File: src/rtl/ddr_to_image_pkg.sv
// Shared definitions for the DDR frame reader: FSM encoding, bank selects
// and frame-size helpers.
package ddr_to_image_pkg;

  typedef enum logic [1:0] {
    ST_IDLE   = 2'd0,
    ST_FRST   = 2'd1,
    ST_VBLANK = 2'd2,
    ST_ACTIVE = 2'd3
  } state_t;

  localparam logic BANK0 = 1'b0;
  localparam logic BANK1 = 1'b1;

  localparam int unsigned DEF_IMAGE_WIDTH  = 32'd640;
  localparam int unsigned DEF_IMAGE_HEIGHT = 32'd480;
  localparam int unsigned DEF_DW           = 32'd16;
  localparam int unsigned FRAME_BYTES      = DEF_IMAGE_WIDTH * DEF_IMAGE_HEIGHT * DEF_DW / 32'd8;

  function automatic int unsigned frame_bytes(input int unsigned width,
                                              input int unsigned height,
                                              input int unsigned dw);
    return width * height * dw / 32'd8;
  endfunction

endpackage

File: src/rtl/ddr_rd_timing_gen.sv
// Line/frame counters for the reader; flags line end, phase end and the
// active-pixel window while the FSM is in a counting phase.
module ddr_rd_timing_gen #(
  parameter int IMAGE_WIDTH  = 640,
  parameter int IMAGE_HEIGHT = 480,
  parameter int HBLANK       = 160,
  parameter int VBLANK_LINES = 20
) (
  input  logic i_clk,
  input  logic i_rst_n,
  input  logic i_run,
  input  logic i_active,
  output logic o_line_end,
  output logic o_frame_end,
  output logic o_pix_en
);

  localparam int LINE_LEN = IMAGE_WIDTH + HBLANK;
  localparam int HW       = $clog2(LINE_LEN);
  localparam int VMAX     = (IMAGE_HEIGHT > VBLANK_LINES) ? IMAGE_HEIGHT : VBLANK_LINES;
  localparam int VW       = $clog2(VMAX + 1);

  localparam logic [HW-1:0] H_LAST   = HW'(LINE_LEN - 1);
  localparam logic [HW-1:0] H_PIX    = HW'(IMAGE_WIDTH);
  localparam logic [VW-1:0] ACT_LAST = VW'(IMAGE_HEIGHT - 1);
  localparam logic [VW-1:0] VBL_LAST = VW'(VBLANK_LINES - 1);

  logic [HW-1:0] r_hcnt;
  logic [VW-1:0] r_vcnt;
  logic [VW-1:0] w_last_line;

  // Phase-end line index differs between vertical blank and active video.
  always_comb begin
    w_last_line = i_active ? ACT_LAST : VBL_LAST;
    o_line_end  = i_run && (r_hcnt == H_LAST);
    o_frame_end = o_line_end && (r_vcnt == w_last_line);
    o_pix_en    = i_run && i_active && (r_hcnt < H_PIX);
  end

  always_ff @(posedge i_clk or negedge i_rst_n) begin
    if (!i_rst_n) begin
      r_hcnt <= '0;
      r_vcnt <= '0;
    end else if (!i_run) begin
      r_hcnt <= '0;
      r_vcnt <= '0;
    end else if (o_line_end) begin
      r_hcnt <= '0;
      r_vcnt <= o_frame_end ? '0 : r_vcnt + VW'(1);
    end else begin
      r_hcnt <= r_hcnt + HW'(1);
      r_vcnt <= r_vcnt;
    end
  end

endmodule

File: src/rtl/ddr_to_image.sv
// Reads the last completed ping-pong frame through the FDMA read channel and
// replays it as a blanked video stream with a one-cycle output pipeline.
module ddr_to_image
  import ddr_to_image_pkg::*;
#(
  parameter int DW           = 16,
  parameter int AXI_AW       = 32,
  parameter int IMAGE_WIDTH  = 640,
  parameter int IMAGE_HEIGHT = 480,
  parameter int HBLANK       = 160,
  parameter int VBLANK_LINES = 20,
  parameter int RST_PERIOD   = 30
) (
  input  logic              i_Sys_clk,
  input  logic              i_Rst_n,
  input  logic              i_Fix_en,
  input  logic              i_Start,
  input  logic              i_Wr_bank,
  input  logic [AXI_AW-1:0] i_last_addr1,
  input  logic [AXI_AW-1:0] i_last_addr2,
  input  logic [DW-1:0]     i_rd_data,
  input  logic              i_rd_empty,
  output logic              o_rd_rst,
  output logic [AXI_AW-1:0] o_rd_addr,
  output logic              o_rd_req,
  output logic              o_Dout_field_sync,
  output logic              o_Dout_valid,
  output logic [DW-1:0]     o_Dout,
  output logic              o_Underflow,
  output logic              o_Busy
);

  localparam int RW = $clog2(RST_PERIOD + 1);
  localparam logic [RW-1:0] RST_LAST = RW'(RST_PERIOD - 1);

  state_t              r_state;
  state_t              w_next_state;
  logic [RW-1:0]       r_rst_cnt;
  logic                w_run;
  logic                w_active;
  logic                w_line_end;
  logic                w_frame_end;
  logic                w_phase_done;
  logic                w_pix_en;
  logic                w_rd_req;
  logic                w_uf_hit;
  logic                w_load;
  logic                w_rd_bank;
  logic                w_busy_d;
  logic                w_rd_rst_d;
  logic                w_fsync_d;
  logic [DW-1:0]       w_dout_d;
  logic [AXI_AW-1:0]   w_addr_d;

  logic                r_busy;
  logic                r_rd_rst;
  logic                r_fsync;
  logic                r_valid;
  logic [DW-1:0]       r_dout;
  logic                r_underflow;
  logic [AXI_AW-1:0]   r_rd_addr;

  assign w_run        = (r_state == ST_VBLANK) || (r_state == ST_ACTIVE);
  assign w_active     = (r_state == ST_ACTIVE);
  assign w_phase_done = w_line_end && w_frame_end;

  ddr_rd_timing_gen #(
    .IMAGE_WIDTH  (IMAGE_WIDTH),
    .IMAGE_HEIGHT (IMAGE_HEIGHT),
    .HBLANK       (HBLANK),
    .VBLANK_LINES (VBLANK_LINES)
  ) u_timing (
    .i_clk       (i_Sys_clk),
    .i_rst_n     (i_Rst_n),
    .i_run       (w_run),
    .i_active    (w_active),
    .o_line_end  (w_line_end),
    .o_frame_end (w_frame_end),
    .o_pix_en    (w_pix_en)
  );

  always_ff @(posedge i_Sys_clk or negedge i_Rst_n) begin
    if (!i_Rst_n) begin
      r_state   <= ST_IDLE;
      r_rst_cnt <= '0;
    end else begin
      r_state   <= w_next_state;
      r_rst_cnt <= (r_state == ST_FRST) ? r_rst_cnt + RW'(1) : '0;
    end
  end

  // A trigger is only honoured from IDLE, so starts during a frame or on its
  // final cycle are dropped.
  always_comb begin
    w_next_state = r_state;
    case (r_state)
      ST_IDLE:   w_next_state = i_Start ? ST_FRST : ST_IDLE;
      ST_FRST:   w_next_state = (r_rst_cnt == RST_LAST) ? ST_VBLANK : ST_FRST;
      ST_VBLANK: w_next_state = w_phase_done ? ST_ACTIVE : ST_VBLANK;
      ST_ACTIVE: w_next_state = w_phase_done ? ST_IDLE : ST_ACTIVE;
      default:   w_next_state = ST_IDLE;
    endcase
  end

  always_comb begin
    w_load     = (r_state == ST_IDLE) && i_Start;
    w_rd_bank  = ~i_Wr_bank;
    w_addr_d   = r_rd_addr;
    if (w_load) begin
      w_addr_d = (w_rd_bank == BANK1) ? i_last_addr2 : i_last_addr1;
    end else begin
      w_addr_d = r_rd_addr;
    end
    w_busy_d   = (w_next_state != ST_IDLE);
    w_rd_rst_d = (w_next_state == ST_FRST) && !i_Fix_en;
    w_fsync_d  = (r_state == ST_FRST) || (r_state == ST_VBLANK);
    w_rd_req   = w_pix_en && !i_rd_empty && !i_Fix_en;
    w_uf_hit   = w_pix_en && i_rd_empty && !i_Fix_en;
    w_dout_d   = w_rd_req ? i_rd_data : '0;
  end

  always_ff @(posedge i_Sys_clk or negedge i_Rst_n) begin
    if (!i_Rst_n) begin
      r_busy      <= 1'b0;
      r_rd_rst    <= 1'b0;
      r_fsync     <= 1'b0;
      r_valid     <= 1'b0;
      r_dout      <= '0;
      r_underflow <= 1'b0;
      r_rd_addr   <= '0;
    end else begin
      r_busy      <= w_busy_d;
      r_rd_rst    <= w_rd_rst_d;
      r_fsync     <= w_fsync_d;
      r_valid     <= w_pix_en;
      r_dout      <= w_dout_d;
      r_underflow <= r_underflow | w_uf_hit;
      r_rd_addr   <= w_addr_d;
    end
  end

  assign o_rd_req          = w_rd_req;
  assign o_rd_rst          = r_rd_rst;
  assign o_rd_addr         = r_rd_addr;
  assign o_Dout_field_sync = r_fsync;
  assign o_Dout_valid      = r_valid;
  assign o_Dout            = r_dout;
  assign o_Underflow       = r_underflow;
  assign o_Busy            = r_busy;

endmodule

File: config.mk
export PLATFORM = sky130hd
export DESIGN_NAME = ddr_to_image
export DESIGN_NICKNAME = d
export VERILOG_FILES = /design/src/rtl/ddr_to_image_pkg.sv /design/src/rtl/ddr_rd_timing_gen.sv /design/src/rtl/ddr_to_image.sv
export SDC_FILE = /design/constraint.sdc
export NUM_CORES = 1
export LEC_CHECK = 0
export CAP_MARGIN = 10
export CORE_ASPECT_RATIO = 0.8
export CORE_UTILIZATION = 55
export CTS_CLUSTER_DIAMETER = 120
export DETAILED_ROUTE_END_ITERATION = 10
export DONT_BUFFER_PORTS = 1
export PLACE_DENSITY = 0.81
export SLEW_MARGIN = 10
export SYNTH_ARGS = -nofsm -noshare
export SYNTH_HDL_FRONTEND = slang
export SYNTH_SLANG_ARGS = --single-unit
File: constraint.sdc
create_clock -name i_Sys_clk -period 4.3 [get_ports i_Sys_clk]
set_input_delay 0.86 -clock i_Sys_clk [delete_from_list [all_inputs] [get_ports i_Sys_clk]]
set_output_delay 0.86 -clock i_Sys_clk [all_outputs]
set_load 0.02 [all_outputs]
# == Yosys cells after proc, flatten, opt, wreduce, memory -nomap -nowiden ==
# Index checks and enable logic that the tools add are counted.
# word_totals
inputBits,86
reg_bits,79
out_inout_bits,54
word_cells,55
# op_classes
bitwise,1
n_lt_le_gt_ge,1
n_reduce_logical,17
eq_ne,8
addsub,3
mux,14
# op_table
cell,count
9-bit two-way mux,4
32-bit two-way mux,1
10-bit two-way mux,2
16-bit two-way mux,1
1-bit logical AND,11
"10-bit by 1-bit adder with 10-bit output, second input constant",1
"10-bit == test, second input constant",1
"10-bit < comparator, second input constant",1
"9-bit by 1-bit adder with 9-bit output, second input constant",1
9-bit == test,1
2-bit one-hot mux with 4 select lines,1
"5-bit by 1-bit adder with 5-bit output, second input constant",1
"5-bit == test, second input constant",1
5-bit two-way mux,1
"2-bit by 1-bit == test with 1-bit output, second input constant",2
"2-bit == test, second input constant",2
2-bit two-way mux,2
1-bit zero test,2
2-bit zero test,1
1-bit logical OR,2
1-bit two-way mux,2
"2-bit != test, second input constant",1
2-bit nonzero test,1
1-bit OR,1

# == Longest topological paths before layout ==
# logic_depth
depth_word,9
mapped_depth,7
depth_no_buf,6

# == Modules after synthesis ==
# From an unflattened synthesis, not the netlist that was laid out.
# hier_totals
hier_cells,341
area_unflattened_um2,3683.5
# modules_own_cells
module,cells_per_inst,instances,area_each_um2
ddr_to_image,221,1,2583.7
ddr_rd_timing_gen,120,1,1099.8

# == Worst setup path before layout ==
# Ideal clock, no wire load.
# synth_timing
path_kind,input -> output
startpoint,input port i_Fix_en
endpoint,output port o_rd_req
arrival_time_ns,1.604
n_path_buf,1
stages,2
path_slack_ns,1.836
required_time_ns,3.440
path_cell_list,nor3_1 > clkbuf_1
# synth_via
elab_chain_len,2
# synth_rtl
item,line_no,source
start: declaration,ddr_to_image.sv:16,"input logic i_Fix_en,"
1-bit zero test,ddr_to_image.sv:117,w_rd_req = w_pix_en && !i_rd_empty && !i_Fix_en;
1-bit logical AND,ddr_to_image.sv:117,
end: declaration,ddr_to_image.sv:25,"output logic o_rd_req,"
# No other way between the ends.

# == Worst setup path in the final report ==
# layout_timing
startpoint,register r_state[1]
endpoint,output port o_rd_req
# layout_via
elab_chain_len,6
word_cells_on_any_way,7
cone_classes,2 x eq/ne; 5 x reduce/logical
# layout_rtl
item,line_no,source
start: declaration,ddr_to_image.sv:36,state_t r_state;
start signal: assignment,ddr_to_image.sv:87,r_state <= w_next_state;
2-bit == test (on tied branches),"ddr_to_image.sv:63, ddr_to_image.sv:64",
1-bit logical OR,ddr_to_image.sv:63,assign w_run = (r_state == ST_VBLANK) || (r_state == ST_ACTIVE);
1-bit logical AND (*) (2 in series),ddr_rd_timing_gen.sv:37,o_pix_en = i_run && i_active && (r_hcnt < H_PIX);
1-bit logical AND (*) (2 in series),ddr_to_image.sv:117,
# Mark *: on every way between the ends. The rest lies on a longest branch, timed or not.

==> flow_summary_export.csv <==
group,metric,value,unit
run_status,status,"completed",
clock_network,cts.sinks,79,
sta,drv_slew,0,
clock_network,ctsResizeCount,0,
logic_synthesis,async_reset_ff_share,100,%
routing,dr_wl_met3,591,um
final_layout,synthToLayoutAreaGrowth,7.29,%
floorplanning,rows,25,
sta,setup_viol,0,
routing,num_vias,2407,
logic_synthesis,syn-num-nets,433,
min_path,hold_class,"in2async",
logic_synthesis,ys_types,38,
clock_network,postCtsSetupRepairBufs,0,
routing,dr.pass1.iters,4,
sta,finalCriticalPeriod,2.50,ns
setup_path,critPathLaunch,"r_state[1]",
global_route,grt_overflow_total,0,
routing,highest_layer,"met4",
routing,routedWlPerCell,16.5,um
clock_network,path_clk_slew,0.08,ns
sta,max_freq,399,MHz
routing,viasPerCell,5.72,
logic_synthesis,syn_area_per_cell,10.6,um2
logic_synthesis,yosys_warnings,0,
global_route,grt_max_degree,80,
placement,place.gp.congestion,0.851,
routing,drc,0,
sta,period_share,58.2,%
floorplanning,dieHeight,74.1,um
floorplanning,core_area,0.00610,mm2
power,p_total,0.00132,W
logic_synthesis,syn_inst,338,
clock_network,clock_latency,0.36,ns
sta,relSlewSlack,30.1,%
routing,ant_nets,0,
setup_path,cp.required,3.44,ns
setup_path,critPathKind,"reg2out",
setup_path,reg2reg_from,"u_timing.r_hcnt[0]",
global_route,grt_usage,20.2,%
global_route,grt_pass1_vias,2260,
floorplanning,io_pins,140,
sta,skew,0.00968,ns
clock_network,root_buffer,"clkbuf_8",
placement,dpl.hpwl,5.03,mm
clock_network,clockBufferDepth,2,
final_layout,n_antenna_cell,0,
final_layout,fillCellCount,470,
routing,first_iter_violations,136,
logic_synthesis,synthesis.area,0.00357,mm2
setup_path,cp_max_fo,17,
final_layout,layout_commonest_cell,"dfrtp_1",
global_route,grt_pass1_wl,10.3,mm
setup_path,startpoint_type,"flip-flop",
final_layout,layout.nets,430,
final_layout,final_cell_mix,"dfrtp_1, nor2_1, a21oi_1",
final_layout,fin_cells,421,
sta,rsz0062_at_grt,"no",
routing,wl_met1,2.88,mm
logic_synthesis,synth_edf_count,0,
logic_synthesis,synth.yosys.seq_area_share,55.3,%
routing,routed_wl,6.96,mm
clock_network,numCtsBuffers,9,
setup_path,arrival,1.64,ns
logic_synthesis,synthFlopType,"dfrtp_1",
placement,dp_cells,405,
global_route,antenna_found_initial,0,
job,maxCapViolCount,0,
floorplanning,start_util,58.6,%
sta,fin_setup_tns,0,ns
floorplanning,die_w,92.1,um
logic_synthesis,ys_seq_elements,79,
clock_network,htreeDepth,3,
clock_network,hold_buffers,0,
routing,wl_met2,3.44,mm
sta,hold_viol_final,0,
floorplanning,die_area,0.00682,mm2
final_layout,drive_gt1_share,7.35,%
power,power.density,345,mW/mm2
sta,tightestPinTransition,1.05,ns
setup_path,worstSetupEndpointType,"primary output",
clock_network,cts_tree,"built",
power,total_leakage_power,1.82,nW
power,vdd_drop_max,0.195,mV
placement,port_buffers,0,
state kept, by name (all words and copies together), names as in the netlist:
register / count
o_rd_addr: 32
o_Dout: 16
u_timing.r_hcnt: 10
u_timing.r_vcnt: 9
r_rst_cnt: 5
r_state: 2
o_Busy: 1
o_Dout_field_sync: 1
o_Dout_valid: 1
o_Underflow: 1
o_rd_rst: 1
where the power goes:
part	total (W)	internal, W	switching [W]
Combinational	0.0000215	0.0000149	0.00000661
Clock	0.000557	0.000274	0.000283
Sequential	0.000744	0.000743	0.000000966
Total	0.00132	0.00103	0.000290
area by class of cell:
class | count | area, um2 | share of cell area (%)
inverter | 10 | 37.5 | 0.979
clock buffer | 9 | 124 | 3.23
multi-input combinational | 234 | 1510 | 39.3
sequential | 79 | 1980 | 51.6
clock inverter | 7 | 77.6 | 2.02
tap | 81 | 101 | 2.64
timing repair buffer | 1 | 7.51 | 0.196
final timing paths:
| kind | depth (start not counted) | to | slack, ns |
|---|---|---|---|
| worst min register to register | 1 | u_timing.r_hcnt[0] | 0.49 |
| worst min-delay path | 0 | u_timing.r_vcnt[5] | 0.19 |
| min in group i_Sys_clk | 1 | u_timing.r_hcnt[0] | 0.49 |
| worst max-delay path | 4 | o_rd_req | 1.80 |
| max in group asynchronous | 0 | u_timing.r_hcnt[6] | 3.98 |
| worst max register to register | 5 | u_timing.r_vcnt[0] | 2.10 |
cell families after synthesis:
family                   after synthesis  share of synthesized area (%)
adder cells (fa/ha/maj)                9                           3.15
XOR/XNOR                              14                           3.43
flip-flops                            79                           55.3
AO/OA/AOI/OAI                         61                           10.4
multiplexers                          32                           8.97
buffers and inverters                 25                           2.63
AND/OR/NAND/NOR                      118                           16.1
critical path: stages (launching register included):
cell     delay [ns]
dfrtp_1        0.38
ha_1           0.35
nand2_1        0.17
nor3_2         0.15
buf_4          0.23
layer usage:
metal,track usage (%),vias to the layer above
met5,0,-
met4,6.25,0
met3,8.90,6
met2,33.1,119
met1,24.5,1132
li1,-,1150
synth_stat cells (all sizes together) (2+ instances only):
library cell	n	area share, %
buf	6	0.63
nand4	7	1.2
dfrtp	79	55
ha	9	3.2
xnor2	6	1.5
nor2	51	5.4
a21oi	36	5.0
o21ai	7	0.98
nor3	3	0.42
inv	10	1.1
mux2i	32	9.0
nand2	19	2.0
nor4	2	0.53
and4	2	0.49
clkbuf	9	0.95
or3	2	0.63
nand3	8	1.1
o41ai	2	0.70
o211ai	4	0.84
a31oi	3	0.53
and2	19	3.3
xor2	8	2.0
o22ai	2	0.35
through the flow:
stage	util, %	hold WS (ns)	worst slack (ns)	instance area, um2
after floorplan	-	0.451	1.84	3570
after global placement	59.5	0.468	2.21	3630
after detailed placement	59.5	0.478	2.15	3630
after CTS	62.8	0.168	1.75	3830
after global routing	62.8	0.163	1.65	3830
final	62.8	0.195	1.80	3830
Power figures use the tool's default switching activity.
